**config.mk**
```make
export PLATFORM = sky130hd
export DESIGN_NAME = freq_div_ctrl
export DESIGN_NICKNAME = d
export VERILOG_FILES = /design/src/rtl/freq_div_ctrl_pkg.sv /design/src/rtl/freq_div_ctrl.sv
export SDC_FILE = /design/constraint.sdc
export NUM_CORES = 1
export LEC_CHECK = 0
export CAP_MARGIN = 20
export CORE_MARGIN = 3
export CORE_UTILIZATION = 30
export DETAILED_ROUTE_END_ITERATION = 7
export PLACE_DENSITY = 0.58
export SKIP_CTS_REPAIR_TIMING = 1
export SYNTH_ARGS = -nofsm -noshare
export SYNTH_HDL_FRONTEND = slang
export SYNTH_SLANG_ARGS = --single-unit
export TNS_END_PERCENT = 20
```
**constraint.sdc**
```tcl
create_clock -name clk -period 9.8 [get_ports clk]
set_input_delay 0.98 -clock clk [delete_from_list [all_inputs] [get_ports clk]]
set_output_delay 0.98 -clock clk [all_outputs]
set_load 0.03 [all_outputs]
```
**src/rtl/freq_div_ctrl_pkg.sv**
```systemverilog
// freq_div_ctrl_pkg: state encoding and ratio floor shared by the divider controller and its benches
package freq_div_ctrl_pkg;
  typedef enum logic [1:0] {IDLE = 2'd0, RUN = 2'd1, DRAIN = 2'd2} state_t;
  localparam int MIN_DIV = 2;
endpackage

```
**src/rtl/freq_div_ctrl.sv**
```systemverilog
// freq_div_ctrl: holds the divide ratio and emits a glitch-free divided enable waveform
module freq_div_ctrl
  import freq_div_ctrl_pkg::*;
#(
  parameter int W       = 8,
  parameter int DEF_DIV = 2
) (
  input  logic         clk,
  input  logic         rst,
  input  logic         en,
  input  logic         cfg_valid,
  input  logic [W-1:0] cfg_div,
  output logic         cfg_ready,
  output logic         cfg_err,
  output logic         div_out,
  output logic         tick,
  output logic         busy,
  output logic [W-1:0] cur_div
);
  state_t         state, state_n;
  logic [W-1:0]   cnt, cnt_n, cur_div_n, pend, pend_n;
  logic           pend_vld, pend_vld_n, acc, legal, wrap, run_n;
  logic [W:0]     half;
  always_comb begin
    acc        = cfg_valid & cfg_ready;
    legal      = cfg_div >= W'(MIN_DIV);
    wrap       = (state != IDLE) && (cnt == cur_div - W'(1));
    state_n    = state;
    cnt_n      = cnt;
    cur_div_n  = cur_div;
    pend_n     = pend;
    pend_vld_n = pend_vld;
    if (state == IDLE) begin
      cur_div_n = (acc & legal) ? cfg_div : cur_div;
      cnt_n     = '0;
      state_n   = en ? RUN : IDLE;
    end else if (wrap) begin
      // an offer landing on the boundary bypasses the pending slot
      cur_div_n  = (acc & legal) ? cfg_div : pend_vld ? pend : cur_div;
      pend_vld_n = 1'b0;
      cnt_n      = '0;
      state_n    = en ? RUN : IDLE;
    end else begin
      cnt_n   = cnt + W'(1);
      state_n = en ? RUN : DRAIN;
      if (acc & legal) begin
        pend_n     = cfg_div;
        pend_vld_n = 1'b1;
      end
    end
    run_n = state_n != IDLE;
    half  = ({1'b0, cur_div_n} + (W+1)'(1)) >> 1;
  end
  always_ff @(posedge clk or negedge rst) begin
    if (!rst) begin
      state     <= IDLE;
      cnt       <= '0;
      cur_div   <= W'(DEF_DIV);
      pend      <= '0;
      pend_vld  <= 1'b0;
      div_out   <= 1'b0;
      tick      <= 1'b0;
      cfg_ready <= 1'b1;
      cfg_err   <= 1'b0;
      busy      <= 1'b0;
    end else begin
      state     <= state_n;
      cnt       <= cnt_n;
      cur_div   <= cur_div_n;
      pend      <= pend_n;
      pend_vld  <= pend_vld_n;
      div_out   <= run_n && ({1'b0, cnt_n} < half);
      tick      <= run_n && (cnt_n == '0);
      cfg_ready <= ~pend_vld_n;
      cfg_err   <= acc & ~legal;
      busy      <= run_n;
    end
  end
endmodule

```
==> results of run 1 <==
-- kinds of logic (layout without fill, tap and decap cells) --
logic type | count (synthesis) | count (layout) | share of synthesized area, %
muxes | 13 | 13 | 6.83
adders and majority gates | 10 | 10 | 6.09
DFF | 32 | 32 | 39.1
and+or+nand+nor | 74 | 74 | 19.6
AOI/OAI and AO/OA | 38 | 38 | 16.7
xor gates and xnor gates | 20 | 20 | 9.20
buffers and inverters | 11 | 37 | 2.44
-- per-stage QoR --
| step | hold slack, ns | worst slack (ns) |
|---|---|---|
| finish | 0.511 | 5.47 |
| CTS | 0.514 | 5.48 |
| detailed placement | 0.497 | 5.19 |
| global placement | 0.489 | 5.27 |
| floorplan | 0.479 | 5.90 |
| global route | 0.526 | 5.11 |
-- power by group --
group | switching, mW | internal (mW) | total, mW
sequential | 0.0318 | 0.163 | 0.195
combinational | 0.0845 | 0.0862 | 0.171
clock | 0.0524 | 0.0568 | 0.109
-- worst max-delay path, delay by kind of cell --
family                     cells  cell delay, ns
and+or+nand+nor                6            1.14
AOI/OAI and AO/OA              6            1.37
adders and majority gates      2            0.48
xor gates and xnor gates       1            0.13
buffers and inverters          1            0.45
-- cells in the mapped netlist (all sizes together) (2+ instances only) --
master,count,area (um^2)
and4,2,17.5
nand3,8,45.0
or4,2,18.8
nand2b,2,12.5
inv,4,15.0
or2,2,12.5
nor3,6,40.0
nand2,15,58.8
a21oi,4,20.0
dfrtp,30,751
o31ai,2,15.0
mux2i,5,50.1
nor2b,3,18.8
o21ba,2,20.0
o221a,4,45.0
and2,2,12.5
nor3b,2,15.0
nand4,8,50.1
ha,10,125
dfstp,2,52.6
mux2,8,90.1
xor2,10,87.6
o21ai,4,31.3
buf,2,16.3
a31oi,3,18.8
xnor2,9,78.8
nor2,17,66.3
a21o,4,30.0
clkbuf,5,18.8
-- routing by layer --
layer  global-route usage [%]  wire length [um]  share of wire, %
met5                        0                 0                 0
met4                     4.67                61               1.3
met2                     20.6              2240                46
met3                     2.51               165               3.4
met1                     19.5              2390                49
-- flip-flops by register name, summed over array words and instances (netlist names) --
| name | count |
|---|---|
| busy | 1 |
| cfg_err | 1 |
| cfg_ready | 1 |
| cnt | 8 |
| cur_div | 8 |
| div_out | 1 |
| pend | 8 |
| pend_vld | 1 |
| state | 2 |
| tick | 1 |
-- cells in the final DEF, fill, tap and decap left out, types with 2 or more instances in the layout --
cell type,synthesis,routed
sky130_fd_sc_hd__clkinvlp_4,0,2
sky130_fd_sc_hd__o21ai_0,3,3
sky130_fd_sc_hd__a31oi_1,3,3
sky130_fd_sc_hd__mux2i_1,5,5
sky130_fd_sc_hd__nand2b_1,2,2
sky130_fd_sc_hd__o31ai_1,2,2
sky130_fd_sc_hd__and4_1,2,2
sky130_fd_sc_hd__xnor2_1,9,9
sky130_fd_sc_hd__a21o_1,4,4
sky130_fd_sc_hd__dfstp_2,2,2
sky130_fd_sc_hd__nor3_2,2,2
sky130_fd_sc_hd__clkdlybuf4s50_1,0,24
sky130_fd_sc_hd__mux2_2,8,8
sky130_fd_sc_hd__nand2_1,14,14
sky130_fd_sc_hd__xor2_1,10,10
sky130_fd_sc_hd__ha_1,10,10
sky130_fd_sc_hd__and2_1,2,2
sky130_fd_sc_hd__nand3_1,7,7
sky130_fd_sc_hd__o221a_2,4,4
sky130_fd_sc_hd__nor3b_1,2,2
sky130_fd_sc_hd__o21ba_2,2,2
sky130_fd_sc_hd__nor2_1,16,16
sky130_fd_sc_hd__or2_2,2,2
sky130_fd_sc_hd__a21oi_1,4,4
sky130_fd_sc_hd__clkbuf_8,0,6
sky130_fd_sc_hd__nor3_1,4,4
sky130_fd_sc_hd__inv_1,4,4
sky130_fd_sc_hd__nor2b_1,3,3
sky130_fd_sc_hd__nand4_1,8,8
sky130_fd_sc_hd__dfrtp_1,30,30
-- final timing paths --
check / start / to / slack, ns / cells past startpoint
worst max register to register: cur_div[1] / div_out / 5.49 / 18
worst min register to register: pend[5] / pend[5] / 0.51 / 1
worst min-delay path: pend[5] / pend[5] / 0.51 / 1
worst max-delay path: cfg_div[4] / div_out / 5.47 / 16
min in group asynchronous: rst / pend[6] / 1.09 / 2
max in group asynchronous: rst / cur_div[1] / 8.38 / 2
-- final cells by class --
type	instances	area share, %
clock buffers	6	3.36
repair buffers	25	10.1
inverters	4	0.610
flip-flops and latches	32	32.7
clock inverters	2	0.610
well taps	77	3.92
multi-input cells	155	48.8
==> summary.md, run 1 <==
| Metric | Value |
|---|---|
| NumNets Final | 245 |
| Critical Path, Cell by Cell | clkdlybuf4s50_1, or4_1, o21bai_2, nand3_1, a211o_1, nand3_1, ha_1, nand3_2, nor2_2, xnor2_1, ha_1, a21o_1, a21o_1, a21oi_1, nand2_1, o21ba_2 |
| Largest stage delay on the critical path | 0.61 ns |
| Leak Pwr | 1.02 nW |
| Detail-routed via count per cell | 5.40 |
| Number of maximum-capacitance constraint violations | 0 |
| Number of global-route vias before repair | 1573 |
| Final total power | 0.475 mW |
| Number of H-tree levels | 2 |
| X dimension of the die | 88.7 um |
| Sequential cell area | 803 um^2 |
| Setup TNS after final layout | 0 ns |
| Via count | 1626 |
| Buffers from clock root to sink, at most | 2 |
| Cell count after synthesis | 198 |
| Standard-cell rows | 29 |
| Max-slew violation count | 0 |
| Count of warnings emitted by yosys | 0 |
| Total GRT Usage | 13.6% |
| TritonCTS clock tree | built |
| Routability cong. | 0.799 |
| Clock tree root driver cell | sky130_fd_sc_hd__clkbuf_8 |
| Area of the placeable core | 0.00649 mm^2 |
| Detail Placement HPWL | 3.68 mm |
| Final clock period utilization by the worst path | 44.2% |
| Layout cells sized above 1 | 17.0% |
| Top-level I/O count | 25 |
| Wire per inst | 16.2 um |
| Number of nets in the synthesized netlist | 220 |
| Proportion of synthesized flip-flops having asynchronous set or reset | 100% |
| EDFF count, synth | 0 |
| Cts bufs inserted | 5 |
| Clock insertion delay at the later pin of the skew report | 0.29 ns |
| Final hold viol count | 0 |
| Worst VDD drop | 84.1 uV |
| Setup repair after global routing missed its margin | no |
| Die Ht | 88.7 um |
| Design Area, Final | 0.00246 mm^2 |
| Min cycle time layout | 4.33 ns |
| Startpoint-to-endpoint class of the critical path | in2reg |
| Per-instance average area after synthesis | 10.4 um^2 |
| Outcome | finished, final reports clean |
| Worst Clk Skew | 0.00944 ns |
| Final cell utilization of the core | 37.9% |
| Required time of the critical path | 10.03 ns |
| Slowest cell on the critical path | sky130_fd_sc_hd__or4_1 |
| Sequential fraction of the synthesis area | 39.1% |
| Number of design rule violations left after detail routing | 0 |
| Worst min-delay path category | reg2reg |
| Clock slew seen by the registers of the worst setup and hold paths | 0.08 ns |
| Slew margin rel. | 61.2% |
| Fmax achieved | 0.231 GHz |
| Cell Count Post-Placement | 293 |
| Pin count of the biggest net entering global routing | 33 |
| Router iterations before antenna repair | 4 |
| Actual slew at the worst max-slew pin | 0.580 ns |
| Peak fanout along the critical path | 9 |
| Count of clock tree sinks | 32 |
| DP Area | 0.00236 mm^2 |
| Cell area after synthesis | 0.00205 mm^2 |
| Final Routed Wirelength | 4.86 mm |
| Critical Path Start Type | input pin |
| Die area | 0.00787 mm^2 |
| Area growth from synthesis to final layout | 19.8% |
| Total of endpoints with negative setup slack in the final report | 0 |
| Area occupied by multi-input gates | 0.00120 mm^2 |
| Antenna diode count | 0 |
| Input/output buffers | 24 |
| Distinct cell type count of the synthesized netlist | 57 |
| Power per cell area | 193 mW/mm^2 |
| DRC violation total after the first TritonRoute iteration | 103 |
| Leading register cell type out of synthesis | sky130_fd_sc_hd__dfrtp_1 |
| Initial antenna violation count | 0 |
| Count of nets left with antenna violations after detail routing | 0 |
| First-pass GRT wire length | 8.24 mm |
| Total congestion overflow | 0 |
| Seq cells post-synth | 32 |
| Data arrival, critical path | 4.56 ns |
| Fin cells | 301 |
| Count of fill cells added during filler insertion | 647 |
| Effective utilization at floorplan | 31.6% |
| Critical Path Sink Type | register |
Note: power is estimated with default switching activity, not from simulation.
==> run 2, diff against run 1 <==
- PLACE_DENSITY: 0.58 -> 0.6
- clock period: 9.8 -> 3.5 ns (I/O delays scaled with it)
==> run 2 against run 1 <==
The run now ends with negative setup slack left. Largest cell class unchanged. Power rose to 3.2 times the previous value. Highest routed layer unchanged. Design area rose by 17%. Setup slack lost 5.6 ns. Die area unchanged. Count of clock-buffer cells in the layout rose by 2. Register-to-register slack got worse by 5.6 ns. Non-clock buffer count up 45.
==> summary.md, run 2 (synthesis gave the netlist of run 1 again) <==
| Metric | Value |
|---|---|
| Wire per inst | 15.9 um |
| Final cell utilization of the core | 44.5% |
| Worst min-delay path category | in2async |
| Peak fanout along the critical path | 4 |
| Critical Path Sink Type | register |
| Clock tree root driver cell | sky130_fd_sc_hd__clkbuf_8 |
| Total congestion overflow | 0 |
| Die Ht | 88.7 um |
| Required time of the critical path | 3.73 ns |
| Number of H-tree levels | 2 |
| First-pass GRT wire length | 8.69 mm |
| Worst Clk Skew | 0.00633 ns |
| Detail Placement HPWL | 3.98 mm |
| Min cycle time layout | 3.60 ns |
| Power per cell area | 520 mW/mm^2 |
| Final Routed Wirelength | 5.51 mm |
| Number of maximum-capacitance constraint violations | 0 |
| Routability cong. | 0.878 |
| Detail-routed via count per cell | 5.22 |
| Most frequent cells in the layout | 45 x sky130_fd_sc_hd__buf_4, 30 x sky130_fd_sc_hd__dfrtp_1, 24 x sky130_fd_sc_hd__clkdlybuf4s50_1, 15 x sky130_fd_sc_hd__nor2_1, 13 x sky130_fd_sc_hd__nand2_1 |
| Number of global-route vias before repair | 1713 |
| TritonCTS clock tree | built |
| Startpoint-to-endpoint class of the critical path | reg2reg |
| Area of the placeable core | 0.00649 mm^2 |
| Placement Setup Slack | -0.224 ns |
| Total GRT Usage | 14.6% |
| Router iterations before antenna repair | 4 |
| Input/output buffers | 24 |
| Final clock period utilization by the worst path | 103% |
| Worst path setup slack after routing | -0.100 ns |
| Effective utilization at floorplan | 31.6% |
| Min Hold Slack | 0.464 ns |
| Pin count of the biggest net entering global routing | 33 |
| Count of clock tree sinks | 32 |
| Layout cells sized above 1 | 33.8% |
| Antenna diode count | 0 |
| Standard-cell rows | 29 |
| Cts bufs inserted | 5 |
| Top-level I/O count | 25 |
| Critical Path Start Type | register |
| Fmax achieved | 0.278 GHz |
| Final hold viol count | 0 |
| X dimension of the die | 88.7 um |
| Setup repair after global routing missed its margin | yes |
| DRC violation total after the first TritonRoute iteration | 94 |
| Slew margin rel. | 66.6% |
| Registers with the most flip-flops | cnt: 8 flops, cur_div: 8 flops, pend: 8 flops |
| Count of nets left with antenna violations after detail routing | 0 |
| Die area | 0.00787 mm^2 |
| Most common cell after layout, fill and taps aside | sky130_fd_sc_hd__buf_4 |
| Max-slew violation count | 0 |
| Setup slack of the most critical reg-to-reg path | -0.10 ns |
| Buffers from clock root to sink, at most | 2 |
| Number of design rule violations left after detail routing | 0 |
| Clock slew seen by the registers of the worst setup and hold paths | 0.07 ns |
| Total of endpoints with negative setup slack in the final report | 1 |
| Setup TNS after final layout | -0.100 ns |
| Via count | 1806 |
| Clock insertion delay at the later pin of the skew report | 0.29 ns |
| Outcome | complete, but fails checks |
| Initial antenna violation count | 0 |
| Violations in the final reports | negative setup slack |
| Area growth from synthesis to final layout | 40.8% |
| NumNets Final | 290 |
| Worst VDD drop | 219 uV |
| Data arrival, critical path | 3.83 ns |
| Actual slew at the worst max-slew pin | 0.499 ns |
| Leak Pwr | 1.26 nW |
run 2: cell count changes in the layout (fill, tap and decap cells not counted), moves of 2 or more:
cell	before	now
sky130_fd_sc_hd__ha_1	10	8
sky130_fd_sc_hd__clkinvlp_4	2	0
sky130_fd_sc_hd__o221a_4	0	2
sky130_fd_sc_hd__buf_4	1	45
sky130_fd_sc_hd__o221a_2	4	2
run 2: where the power goes:
group,internal [mW],total [mW],switching [mW]
Combinational,0.354,0.656,0.303
Clock,0.180,0.321,0.141
Sequential,0.457,0.527,0.0707
run 2: worst paths after layout:
path | startpoint | end | cells past startpoint
setup / recovery | cur_div[1] | div_out | 18
hold / removal | rst | cur_div[2] | 2
setup reg to reg | cur_div[1] | div_out | 18
hold reg to reg | pend[6] | pend[6] | 1
max in group asynchronous | rst | cfg_ready | 2
min in group clk | pend[6] | pend[6] | 1
run 2: cell type report:
class	count	area, um^2
clock buffer	8	100
fill	608	3600
inverter	4	15.0
multi-input combinational	155	1290
sequential	32	803
tap	77	96.3
timing repair buffer	70	589
run 2: worst max-delay path, stage by stage, from the launching register on:
cell and delay (ns):
sky130_fd_sc_hd__dfstp_2 0.54, sky130_fd_sc_hd__inv_2 0.05, sky130_fd_sc_hd__ha_4 0.21, sky130_fd_sc_hd__xnor2_2 0.13, sky130_fd_sc_hd__a311oi_2 0.27, sky130_fd_sc_hd__o2111ai_2 0.21
sky130_fd_sc_hd__o21ai_4 0.20, sky130_fd_sc_hd__a21boi_4 0.23, sky130_fd_sc_hd__o211a_1 0.19, sky130_fd_sc_hd__ha_2 0.22, sky130_fd_sc_hd__nand3_4 0.08, sky130_fd_sc_hd__nor2_4 0.12
sky130_fd_sc_hd__xnor2_1 0.08, sky130_fd_sc_hd__ha_1 0.31, sky130_fd_sc_hd__a21o_1 0.18, sky130_fd_sc_hd__a21o_1 0.16, sky130_fd_sc_hd__a21oi_2 0.11, sky130_fd_sc_hd__nand2_1 0.06
sky130_fd_sc_hd__o21ba_4 0.20
run 2: layer usage:
metal  part of all wire (%)  track usage, %  wire, um  vias to the layer above
met5                      0               0         0                        -
met2                     47            22.9      2580                       42
met4                    2.0            5.36       112                        0
met1                     47            19.9      2610                      877
li1                       -               -         -                      877
met3                    3.7            3.17       205                       10
run 2: stage by stage:
step	cells	total power, mW	area, um^2
detailed placement	331	1.11	2650
global placement	331	1.10	2650
finish	346	1.50	2890
floorplan	198	0.894	2050
global route	346	1.59	2890
CTS	339	1.45	2750
==> run 3, diff against run 2 <==
- ABC_AREA: unset -> 1
- CAP_MARGIN: 20 -> 0
==> run 3 against run 2 <==
The run now ends clean. Clock power is 11% higher. Flip-flop and latch count stayed put. Utilization is 4.3 points lower. Sequential power is 12% higher. Area after synthesis is 9.1% higher. Critical path type unchanged. Largest power group unchanged. Highest routed layer unchanged.
==> summary.md, run 3 <==
| Metric | Value |
|---|---|
| EDFF count, synth | 0 |
| Peak fanout along the critical path | 6 |
| Startpoint-to-endpoint class of the critical path | reg2reg |
| Min Hold Slack | 0.459 ns |
| Area growth from synthesis to final layout | 26.1% |
| Critical Path Sink Type | register |
| Number of global-route vias before repair | 2103 |
| Seq cells post-synth | 32 |
| Count of warnings emitted by yosys | 0 |
| Distinct cell type count of the synthesized netlist | 31 |
| Required time of the critical path | 3.68 ns |
| Detail Placement HPWL | 4.44 mm |
| Setup slack of the most critical reg-to-reg path | 0.27 ns |
| Power per cell area | 699 mW/mm^2 |
| DRC violation total after the first TritonRoute iteration | 125 |
| Cell types occupying the most area after synthesis | sky130_fd_sc_hd__dfrtp_1 34%, sky130_fd_sc_hd__nand2_1 14%, sky130_fd_sc_hd__inv_1 6.4%, sky130_fd_sc_hd__nor2_1 6.4%, sky130_fd_sc_hd__ha_1 5.6% |
| Input/output buffers | 24 |
| Setup repair after global routing missed its margin | no |
| Final cell utilization of the core | 40.2% |
| Router iterations before antenna repair | 4 |
| Worst setup path endpoint | div_out |
| Clock slew seen by the registers of the worst setup and hold paths | 0.08 ns |
| Critical Path, Cell by Cell | inv_2, ha_1, xnor2_1, nor2_1, nand2_1, nor2_1, nand2_1, nor2_4, buf_4, nand3_2, inv_4, nand2_1, nand3_1, nor2_2, nand3_2, nor2_1, nand2_1, ha_4, nand2_1, o211ai_1, a21oi_1 |
| Cell with the most instances after synthesis | sky130_fd_sc_hd__nand2_1 |
| Beginning of the worst register-to-register path | cur_div[1] |
| Pin count of the biggest net entering global routing | 33 |
| Total GRT Usage | 14.7% |
| Clock tree root driver cell | sky130_fd_sc_hd__clkbuf_8 |
| Outcome | finished, final reports clean |
| Worst VDD drop | 276 uV |
| Launching instance or port of the critical path | cur_div[1] |
| First-pass GRT wire length | 9.97 mm |
| Antenna diode count | 0 |
| Setup TNS after final layout | 0 ns |
| Final clock period utilization by the worst path | 92.2% |
| Top-level I/O count | 25 |
| Sequential fraction of the synthesis area | 35.9% |
| Routability cong. | 0.841 |
| Worst min-delay path category | in2async |
| Final hold viol count | 0 |
| X dimension of the die | 92.4 um |
| Wire per inst | 13.0 um |
| CP dominant cell by count | sky130_fd_sc_hd__nand2_1 |
| Detail-routed via count per cell | 4.88 |
| Standard-cell rows | 30 |
| Yosys top cell area share | 33.5% |
| Die area | 0.00854 mm^2 |
| Most frequent cells in the layout | 80 x sky130_fd_sc_hd__nand2_1, 38 x sky130_fd_sc_hd__nor2_1, 37 x sky130_fd_sc_hd__inv_1, 30 x sky130_fd_sc_hd__dfrtp_1, 24 x sky130_fd_sc_hd__clkdlybuf4s50_1 |
| Most common cell after layout, fill and taps aside | sky130_fd_sc_hd__nand2_1 |
| Total of endpoints with negative setup slack in the final report | 0 |
| Buffers from clock root to sink, at most | 2 |
| Leak Pwr | 1.41 nW |
| Worst Clk Skew | 0.0112 ns |
| Synthesized-area fraction occupied by adder cells | 5.59% |
| Max-slew violation count | 0 |
| Count of fill cells added during filler insertion | 750 |
| Count of nets left with antenna violations after detail routing | 0 |
| Effective utilization at floorplan | 31.9% |
| Slowest cell on the critical path | sky130_fd_sc_hd__dfstp_2 |
| Total congestion overflow | 0 |
| Number of nets in the synthesized netlist | 340 |
| Clock insertion delay at the later pin of the skew report | 0.29 ns |
| Via count | 2209 |
| Registers with the most flip-flops | cnt: 8 flops, cur_div: 8 flops, pend: 8 flops |
| Placement Setup Slack | 0.0901 ns |
| Number of design rule violations left after detail routing | 0 |
| Fmax achieved | 0.310 GHz |
| Fraction of the mapped netlist area in simple logic gates | 34.4% |
| Data arrival, critical path | 3.41 ns |
| Number of maximum-capacitance constraint violations | 0 |
| Actual slew at the worst max-slew pin | 0.761 ns |
| Xor-xnor portion of the synthesized cell area | 3.91% |
| Final Routed Wirelength | 5.88 mm |
| Per-instance average area after synthesis | 7.04 um^2 |
| Top cell types by occurrence after synthesis | 81 x sky130_fd_sc_hd__nand2_1, 38 x sky130_fd_sc_hd__inv_1, 38 x sky130_fd_sc_hd__nor2_1, 30 x sky130_fd_sc_hd__dfrtp_1, 22 x sky130_fd_sc_hd__o21ai_0 |
| Count of clock tree sinks | 32 |
| Critical path depth in cells | 21 |
| Area of the placeable core | 0.00702 mm^2 |
| Number of H-tree levels | 2 |
| Slew margin rel. | 49.1% |
| Initial antenna violation count | 0 |
| Cell area after synthesis | 0.00224 mm^2 |
| Layout cells sized above 1 | 15.7% |
| Cell count after synthesis | 318 |
| Worst R2R Path Depth | 21 |
| Worst path setup slack after routing | 0.272 ns |
| NumNets Final | 378 |
| Leading register cell type out of synthesis | sky130_fd_sc_hd__dfrtp_1 |
| Top cell family by delay on the critical path | simple AND/OR/NAND/NOR gates |
| Proportion of synthesized flip-flops having asynchronous set or reset | 100% |
| Cts bufs inserted | 5 |
| Min cycle time layout | 3.23 ns |
| Largest family of logic cells by synthesized area | simple AND/OR/NAND/NOR gates |
| Fraction of the mapped netlist area in compound gates | 10.6% |
| Critical Path Start Type | register |
| Die Ht | 92.4 um |
| Combined buffer and inverter count along the critical path | 3 |
| TritonCTS clock tree | built |
| FF-to-FF End | div_out |
| Largest stage delay on the critical path | 0.56 ns |
| Library cell occupying the most area in the post-synthesis netlist | sky130_fd_sc_hd__dfrtp_1 |
| Post-synthesis mux area share | 1.01% |
[run 3: power breakdown]
| part | switching [mW] | total [mW] | leakage (nW) | internal [mW] |
|---|---|---|---|---|
| clock network | 0.145 | 0.357 | 0.0552 | 0.211 |
| registers | 0.109 | 0.592 | 0.375 | 0.483 |
| logic | 0.609 | 1.03 | 0.981 | 0.417 |
[run 3: through the flow]
step | std cells | cell area, um^2 | power [mW]
floorplan | 318 | 2240 | 1.27
detailed placement | 439 | 2620 | 1.56
CTS | 447 | 2730 | 1.93
global route | 453 | 2830 | 2.15
global placement | 439 | 2620 | 1.55
finish | 453 | 2830 | 1.97
[run 3: worst register-to-register path: cells and delay by family, from the launching register on]
| kind | cells | cell delay (ns) |
|---|---|---|
| AOI/OAI and AO/OA | 2 | 0.25 |
| xor gates and xnor gates | 1 | 0.16 |
| adders and majority gates | 2 | 0.56 |
| buffers and inverters | 3 | 0.27 |
| DFF | 1 | 0.56 |
| and+or+nand+nor | 13 | 1.30 |
[run 3: metal layers]
layer / GRT usage (%) / part of all wire, % / vias to the layer above / wire length (um)
met5: 0 / 0 / - / 0
met4: 4.58 / 1.3 / 0 / 78
met3: 3.17 / 5.0 / 8 / 295
met2: 23.0 / 44 / 55 / 2560
met1: 20.2 / 50 / 1049 / 2940
li1: - / - / 1097 / -
[run 3: layout make-up]
| type | instances | area (um^2) | share of cell area, % |
|---|---|---|---|
| clock buffer | 6 | 72.6 | 2.57 |
| clock inverter | 2 | 35.0 | 1.24 |
| inverter | 45 | 174 | 6.16 |
| multi-input combinational | 236 | 1290 | 45.7 |
| sequential | 32 | 803 | 28.4 |
| tap | 96 | 120 | 4.25 |
| timing repair buffer | 36 | 330 | 11.7 |
[run 3: logic make-up (layout without fill, tap and decap cells)]
logic type,Yosys count,count (layout)
compound gates,45,45
xor+xnor,10,10
fa+ha+maj,10,10
buf+inv,50,89
flops,32,32
mux,2,2
simple gates,169,169
[run 3: how the worst min path moves through the flow]
stage | startpoint | endpoint | slack (ns) | cells after the start
global placement | pend[0] | pend[0] | 0.49 | 2
floorplan | rst | busy | 0.05 | 0
global route | rst | cnt[2] | 0.50 | 2
detailed placement | pend[7] | pend[7] | 0.50 | 1
finish | rst | cnt[2] | 0.46 | 2
CTS | rst | cnt[2] | 0.48 | 2
